## src/rtl/map_pkg.sv

```systemverilog
// Shared types and trellis tables for the max-log-MAP backward recursion.
// 8-state RSC, feedback 1+D^2+D^3, feedforward 1+D+D^3; state = {s1,s2,s3}.
package map_pkg;

  localparam int N_STATES = 8;
  localparam int METRIC_W = 16;
  localparam int NEG_INIT = -16384;

  typedef enum logic [2:0] {
    IDLE,
    INIT,
    RUN,
    LAST,
    DONE
  } state_e;

  localparam logic [2:0] NEXT [N_STATES][2] = '{
    '{3'd0, 3'd4},
    '{3'd4, 3'd0},
    '{3'd5, 3'd1},
    '{3'd1, 3'd5},
    '{3'd2, 3'd6},
    '{3'd6, 3'd2},
    '{3'd7, 3'd3},
    '{3'd3, 3'd7}
  };

  localparam logic PAR [N_STATES][2] = '{
    '{1'b0, 1'b1},
    '{1'b0, 1'b1},
    '{1'b1, 1'b0},
    '{1'b1, 1'b0},
    '{1'b1, 1'b0},
    '{1'b1, 1'b0},
    '{1'b0, 1'b1},
    '{1'b0, 1'b1}
  };

endpackage

```

## src/rtl/beta_acs.sv

```systemverilog
// Add-compare-select for one state: the larger of two beta+gamma candidates.
// Sums are widened by two bits so they never wrap.
module beta_acs #(
  parameter int W = 16
) (
  input  logic signed [W-1:0] beta0,
  input  logic signed [W-1:0] beta1,
  input  logic signed [W-1:0] gamma0,
  input  logic signed [W-1:0] gamma1,
  output logic signed [W+1:0] beta_max
);

  logic signed [W+1:0] c0;
  logic signed [W+1:0] c1;

  always_comb begin
    c0 = {{2{beta0[W-1]}}, beta0} + {{2{gamma0[W-1]}}, gamma0};
    c1 = {{2{beta1[W-1]}}, beta1} + {{2{gamma1[W-1]}}, gamma1};
    beta_max = (c1 > c0) ? c1 : c0;
  end

endmodule

```

## src/rtl/beta_recursion.sv

```systemverilog
// Backward (beta) recursion of a max-log-MAP decoder for one block.
// Writes terminal beta then beta_k for k = BLK_LEN-1 .. 0 to the beta SRAM.
module beta_recursion #(
  parameter int BLK_LEN  = 8,
  parameter int METRIC_W = 16
) (
  input  logic                    clk,
  input  logic                    rst,
  input  logic                    start,
  input  logic [4*METRIC_W-1:0]   gamma_in,
  input  logic                    gamma_valid,
  output logic                    gamma_ready,
  output logic                    mem_wr,
  output logic [7:0]              mem_addr,
  output logic [8*METRIC_W-1:0]   mem_data,
  output logic                    busy,
  output logic                    done
);
  import map_pkg::*;

  localparam int SW = METRIC_W + 2;
  localparam logic [4:0] K_LAST = 5'(BLK_LEN - 1);
  localparam logic [7:0] TERM_ADDR = 8'(8 * BLK_LEN);
  localparam logic signed [SW-1:0] SAT_HI = SW'((1 << (METRIC_W - 1)) - 1);
  localparam logic signed [SW-1:0] SAT_LO = -SAT_HI - SW'(1);
  localparam logic signed [METRIC_W-1:0] NEG_M = METRIC_W'(NEG_INIT);

  state_e state_q, state_d;
  logic [4:0] k_q, k_d;
  logic signed [METRIC_W-1:0] beta_q [N_STATES];
  logic signed [METRIC_W-1:0] beta_d [N_STATES];
  logic mem_wr_q, mem_wr_d;
  logic [7:0] addr_q, addr_d;
  logic [8*METRIC_W-1:0] data_q, data_d;

  logic signed [METRIC_W-1:0] gam [4];
  logic signed [SW-1:0] acs_max [N_STATES];
  logic signed [SW-1:0] nrm [N_STATES];
  logic signed [METRIC_W-1:0] new_b [N_STATES];
  logic signed [METRIC_W-1:0] term_b [N_STATES];
  logic [8*METRIC_W-1:0] term_v, new_v;

  for (genvar l = 0; l < 4; l++) begin : g_lane
    assign gam[l] = gamma_in[METRIC_W*l +: METRIC_W];
  end

  for (genvar s = 0; s < N_STATES; s++) begin : g_acs
    beta_acs #(.W(METRIC_W)) u_acs (
      .beta0   (beta_q[NEXT[s][0]]),
      .beta1   (beta_q[NEXT[s][1]]),
      .gamma0  (gam[{1'b0, PAR[s][0]}]),
      .gamma1  (gam[{1'b1, PAR[s][1]}]),
      .beta_max(acs_max[s])
    );
  end

  // Normalise to state 0 so metrics stay bounded across the block.
  always_comb begin
    for (int s = 0; s < N_STATES; s++) begin
      nrm[s] = acs_max[s] - acs_max[0];
      if (nrm[s] > SAT_HI) begin
        new_b[s] = SAT_HI[METRIC_W-1:0];
      end else if (nrm[s] < SAT_LO) begin
        new_b[s] = SAT_LO[METRIC_W-1:0];
      end else begin
        new_b[s] = nrm[s][METRIC_W-1:0];
      end
      term_b[s] = (s == 0) ? '0 : NEG_M;
      new_v[METRIC_W*s +: METRIC_W] = new_b[s];
      term_v[METRIC_W*s +: METRIC_W] = term_b[s];
    end
  end

  always_comb begin
    state_d  = state_q;
    k_d      = k_q;
    beta_d   = beta_q;
    mem_wr_d = 1'b0;
    addr_d   = addr_q;
    data_d   = data_q;
    unique case (state_q)
      IDLE: begin
        if (start) begin
          state_d  = INIT;
          mem_wr_d = 1'b1;
          addr_d   = TERM_ADDR;
          data_d   = term_v;
        end
      end
      INIT: begin
        beta_d  = term_b;
        k_d     = K_LAST;
        state_d = RUN;
      end
      RUN: begin
        if (gamma_valid) begin
          beta_d   = new_b;
          data_d   = new_v;
          mem_wr_d = 1'b1;
          addr_d   = {k_q, 3'b000};
          if (k_q == '0) begin
            state_d = LAST;
          end else begin
            k_d = k_q - 5'd1;
          end
        end
      end
      LAST:    state_d = DONE;
      DONE:    state_d = IDLE;
      default: state_d = IDLE;
    endcase
  end

  always_ff @(posedge clk) begin
    if (rst) begin
      state_q  <= IDLE;
      k_q      <= '0;
      mem_wr_q <= 1'b0;
      addr_q   <= '0;
      data_q   <= '0;
      for (int s = 0; s < N_STATES; s++) beta_q[s] <= '0;
    end else begin
      state_q  <= state_d;
      k_q      <= k_d;
      mem_wr_q <= mem_wr_d;
      addr_q   <= addr_d;
      data_q   <= data_d;
      beta_q   <= beta_d;
    end
  end

  assign gamma_ready = (state_q == RUN);
  assign busy        = (state_q != IDLE);
  assign done        = (state_q == DONE);
  assign mem_wr      = mem_wr_q;
  assign mem_addr    = addr_q;
  assign mem_data    = data_q;

endmodule
```

## config.mk

```make
export PLATFORM = sky130hd
export DESIGN_NAME = beta_recursion
export DESIGN_NICKNAME = d
export VERILOG_FILES = /design/src/rtl/map_pkg.sv /design/src/rtl/beta_acs.sv /design/src/rtl/beta_recursion.sv
export SDC_FILE = /design/constraint.sdc
export NUM_CORES = 2
export LEC_CHECK = 0
export ABC_AREA = 1
export CAP_MARGIN = 20
export CORE_ASPECT_RATIO = 0.6
export CORE_MARGIN = 3
export CORE_UTILIZATION = 48
export CTS_CLUSTER_DIAMETER = 120
export DETAILED_ROUTE_END_ITERATION = 12
export PLACE_DENSITY_LB_ADDON = 0.1
export REMOVE_ABC_BUFFERS = 1
export SLEW_MARGIN = 20
export SYNTH_ARGS = -nofsm -noshare
export SYNTH_HDL_FRONTEND = slang
export SYNTH_SLANG_ARGS = --single-unit
```

## constraint.sdc

```tcl
create_clock -name clk -period 6.3 [get_ports clk]
set_input_delay 0.63 -clock clk [delete_from_list [all_inputs] [get_ports clk]]
set_output_delay 0.63 -clock clk [all_outputs]
set_load 0.05 [all_outputs]
```

==> reports/qor.tcl <==
set qor(run_status) {finished with violations}
set qor(failing_checks) {setup timing}
set qor(clockRootBuffer) {clkbuf_16}
set qor(critical_path_arrival_ps) 6890
set qor(max_freq_mhz) 157.4
set qor(cts_tree) {yes}
set qor(antenna_left) 0
set qor(floorplan.die_area_um2) 67130
set qor(area_delta_synth_final_pct) 55.73
set qor(first_pass_grt_wire_length_um) 202700
set qor(top_post_synthesis_cells_by_area) {ha_1 (19%), dfxtp_1 (16%), nand2_1 (15%), inv_1 (8.3%), o21ai_0 (6.5%)}
set qor(synth_cell_type_count) 57
set qor(initial_core_util_pct) 48.74
set qor(post_synth_design_cell_area_um2) 30700
set qor(worstPathMaxFanout) 10
set qor(finalCoreUtilization_pct) 75.91
set qor(crit_required_ps) 6840
set qor(slew-limit-headroom_pct) 9.064
set qor(gp_routability_congestion) 1.051
set qor(final_layout_size_suffix_gt1_share_pct) 32.92
set qor(yosysWarningCount) 0
set qor(post-route-drc-count) 0
set qor(grt_start_max_net_pins) 104
set qor(layout_setup_ws_ps) -53.58
set qor(synth_top_cell_area_share_pct) 19.20
set qor(grt_util_overall_pct) 39.37
set qor(timing.final.max_slew_violations) 0
set qor(timing.critical_path.slowest_stage_cell) {fa_2}
set qor(detailedPlacementHpwl_um) 112400
set qor(clock-sinks) 238
set qor(drv_cap) 0
set qor(clkTransAtPathRegs_ps) 70
set qor(synth_seq_area_share_pct) 15.52
set qor(total_grt_overflow) 0
set qor(syn-mean-instance-area_um2) 6.365
set qor(finalClockSkew_ps) 53.98
set qor(layout_worst_path_cycle_share_pct) 100.9
set qor(final_net_count) 6715
set qor(period_minus_slack_ps) 6354
set qor(drt_wl_total_um) 145900
set qor(max_stage_delay_ps) 410
set qor(cts-htree-levels) 1
set qor(floorplan.die.width_um) 332.5
set qor(detail_route.iter0.violations) 4798
set qor(dominantRegCellSynth) {dfxtp_1}
set qor(detailedRoute.firstPassIterationCount) 6
set qor(hp-class) {register to register}
set qor(multi_input_area_um2) 26160
set qor(synth.largest_area_cell) {ha_1}
set qor(num_rows) 71
set qor(numPortBuffers) 188
set qor(rsz0062_at_grt) {yes}
set qor(postSynthCellCount) 4823
set qor(dieHeight_um) 201.9
set qor(hold_viol_final) 0
set qor(worst_pin_slew_ps) 1363
set qor(setup_violations) 31
set qor(drt-vias-per-instance) 5.500
set qor(numCtsBuffers) 27
set qor(clk_latency_ps) 650
set qor(number_of_i_o_pins) 208
set qor(stdcell_area_um2) 47810
set qor(synth.ff_latch_count) 238
set qor(number_of_buffers_on_the_longest_clock_path) 3
set qor(fillers) 5014
set qor(antenna_found_initial) 9
set qor(path_class) {register to register}
set qor(via_count_of_the_first_global_routing_pass) 33540
set qor(cts.hold.buffers_added) 0
set qor(regArea_um2) 4791
set qor(place_area_um2) 41940
set qor(core_footprint_um2) 62980
set qor(ys_async_sr_fraction_pct) 0
set qor(mostFrequentLayoutCell) {buf_4}
set qor(timing.critical_path.from_type) {register}
set qor(setup.worst_path.end_class) {register}
set qor(synth_enable_flop_cells) 0
set qor(final_cell_mix) {buf_4 (1143), nand2_1 (1029), inv_1 (669)}
set qor(dr_total_vias) 38600
set qor(wire_per_inst_um) 20.78
==> logic make-up after synthesis <==
family                   Yosys count  synth area share [%]
flip-flops                       238                 15.52
other                              1               0.01221
adder cells (fa/ha/maj)          492                 20.56
XOR/XNOR                         266                 7.589
AND/OR/NAND/NOR                 1992                 27.66
AO/OA/AOI/OAI                    984                 17.69
buffers and inverters            850                 10.96
==> flip-flops by register name, summed over array words and instances, names as in the netlist <==
register	flops
beta_q	112
mem_data	112
k_q	5
mem_addr	5
state_q	3
mem_wr	1
==> metal layers <==
metal | track usage (%) | vias up | routed length (um)
li1 | - | 18630 | -
met1 | 61.07 | 17730 | 65950
met2 | 50.66 | 2006 | 53680
met3 | 14.06 | 219 | 22610
met4 | 7.502 | 11 | 3495
met5 | 0 | - | 112
==> layout make-up <==
class,count,share of cell area [%]
Tap cell,839,2.196
Sequential cell,238,10.02
Clock buffer,31,1.486
Antenna cell,3,0.01570
Timing Repair Buffer,1431,25.48
Multi-Input combinational cell,3767,54.71
Inverter,690,5.509
Clock inverter,19,0.5836
==> what timing repair did <==
item	CTS	global route
pin swaps	30	353
gates resized for setup	144	776
cloned	4	23
setup buffers	14	79
setup endpoints to repair	224	224
==> path summary, 6_finish.rpt <==
path                                     to  slack, ps  cells past startpoint                     start
setup / recovery  mem_data[62]$_SDFFE_PP0P_        -50                     41   beta_q[32]$_SDFFE_PP0P_
hold / removal     mem_addr[7]$_SDFFE_PP0P_        460                      2  mem_addr[7]$_SDFFE_PP0P_
setup reg to reg  mem_data[62]$_SDFFE_PP0P_        -50                     41   beta_q[32]$_SDFFE_PP0P_
hold reg to reg    mem_addr[7]$_SDFFE_PP0P_        460                      2  mem_addr[7]$_SDFFE_PP0P_
==> cells in the mapped netlist, drive strengths merged, types with 11 or more instances <==
master,number
nand3,392
nand2,1246
a31oi,41
nor3,55
nor4,16
a21oi,377
fa,21
inv,689
xnor2,86
nand4,31
buf,48
o21bai,63
and2,12
ha,471
nand3b,11
dfxtp,238
nor2,224
xor2,180
a211oi,25
a22oi,12
clkbuf,112
o21a,17
o21ai,401
==> stage by stage <==
step | std cells | worst slack (ps) | TNS (ps) | hold slack, ps
2_1_floorplan | 4681 | -3334 | -595150 | 439.3
3_3_place_gp | 6847 | -1108 | -206900 | 449.3
3_5_place_dp | 6847 | -1255 | -234780 | 456.8
4_1_cts | 6914 | 4.955 | 0 | 467.8
5_1_grt | 7015 | -450.9 | -44350 | 480.3
6_report | 7018 | -53.58 | -570.0 | 463.9
==> worst max-delay path, delay by kind of cell (launching register included) <==
kind / cells / cell delay (ps)
simple gates: 16 / 1630
fa+ha+maj: 4 / 1050
compound gates: 15 / 2380
flops: 1 / 400
xor+xnor: 1 / 120
buf+inv: 5 / 660
Power is left out: the tool's default activity adds up to more than one toggle a clock period on the data nets, which glitch-free logic cannot reach.
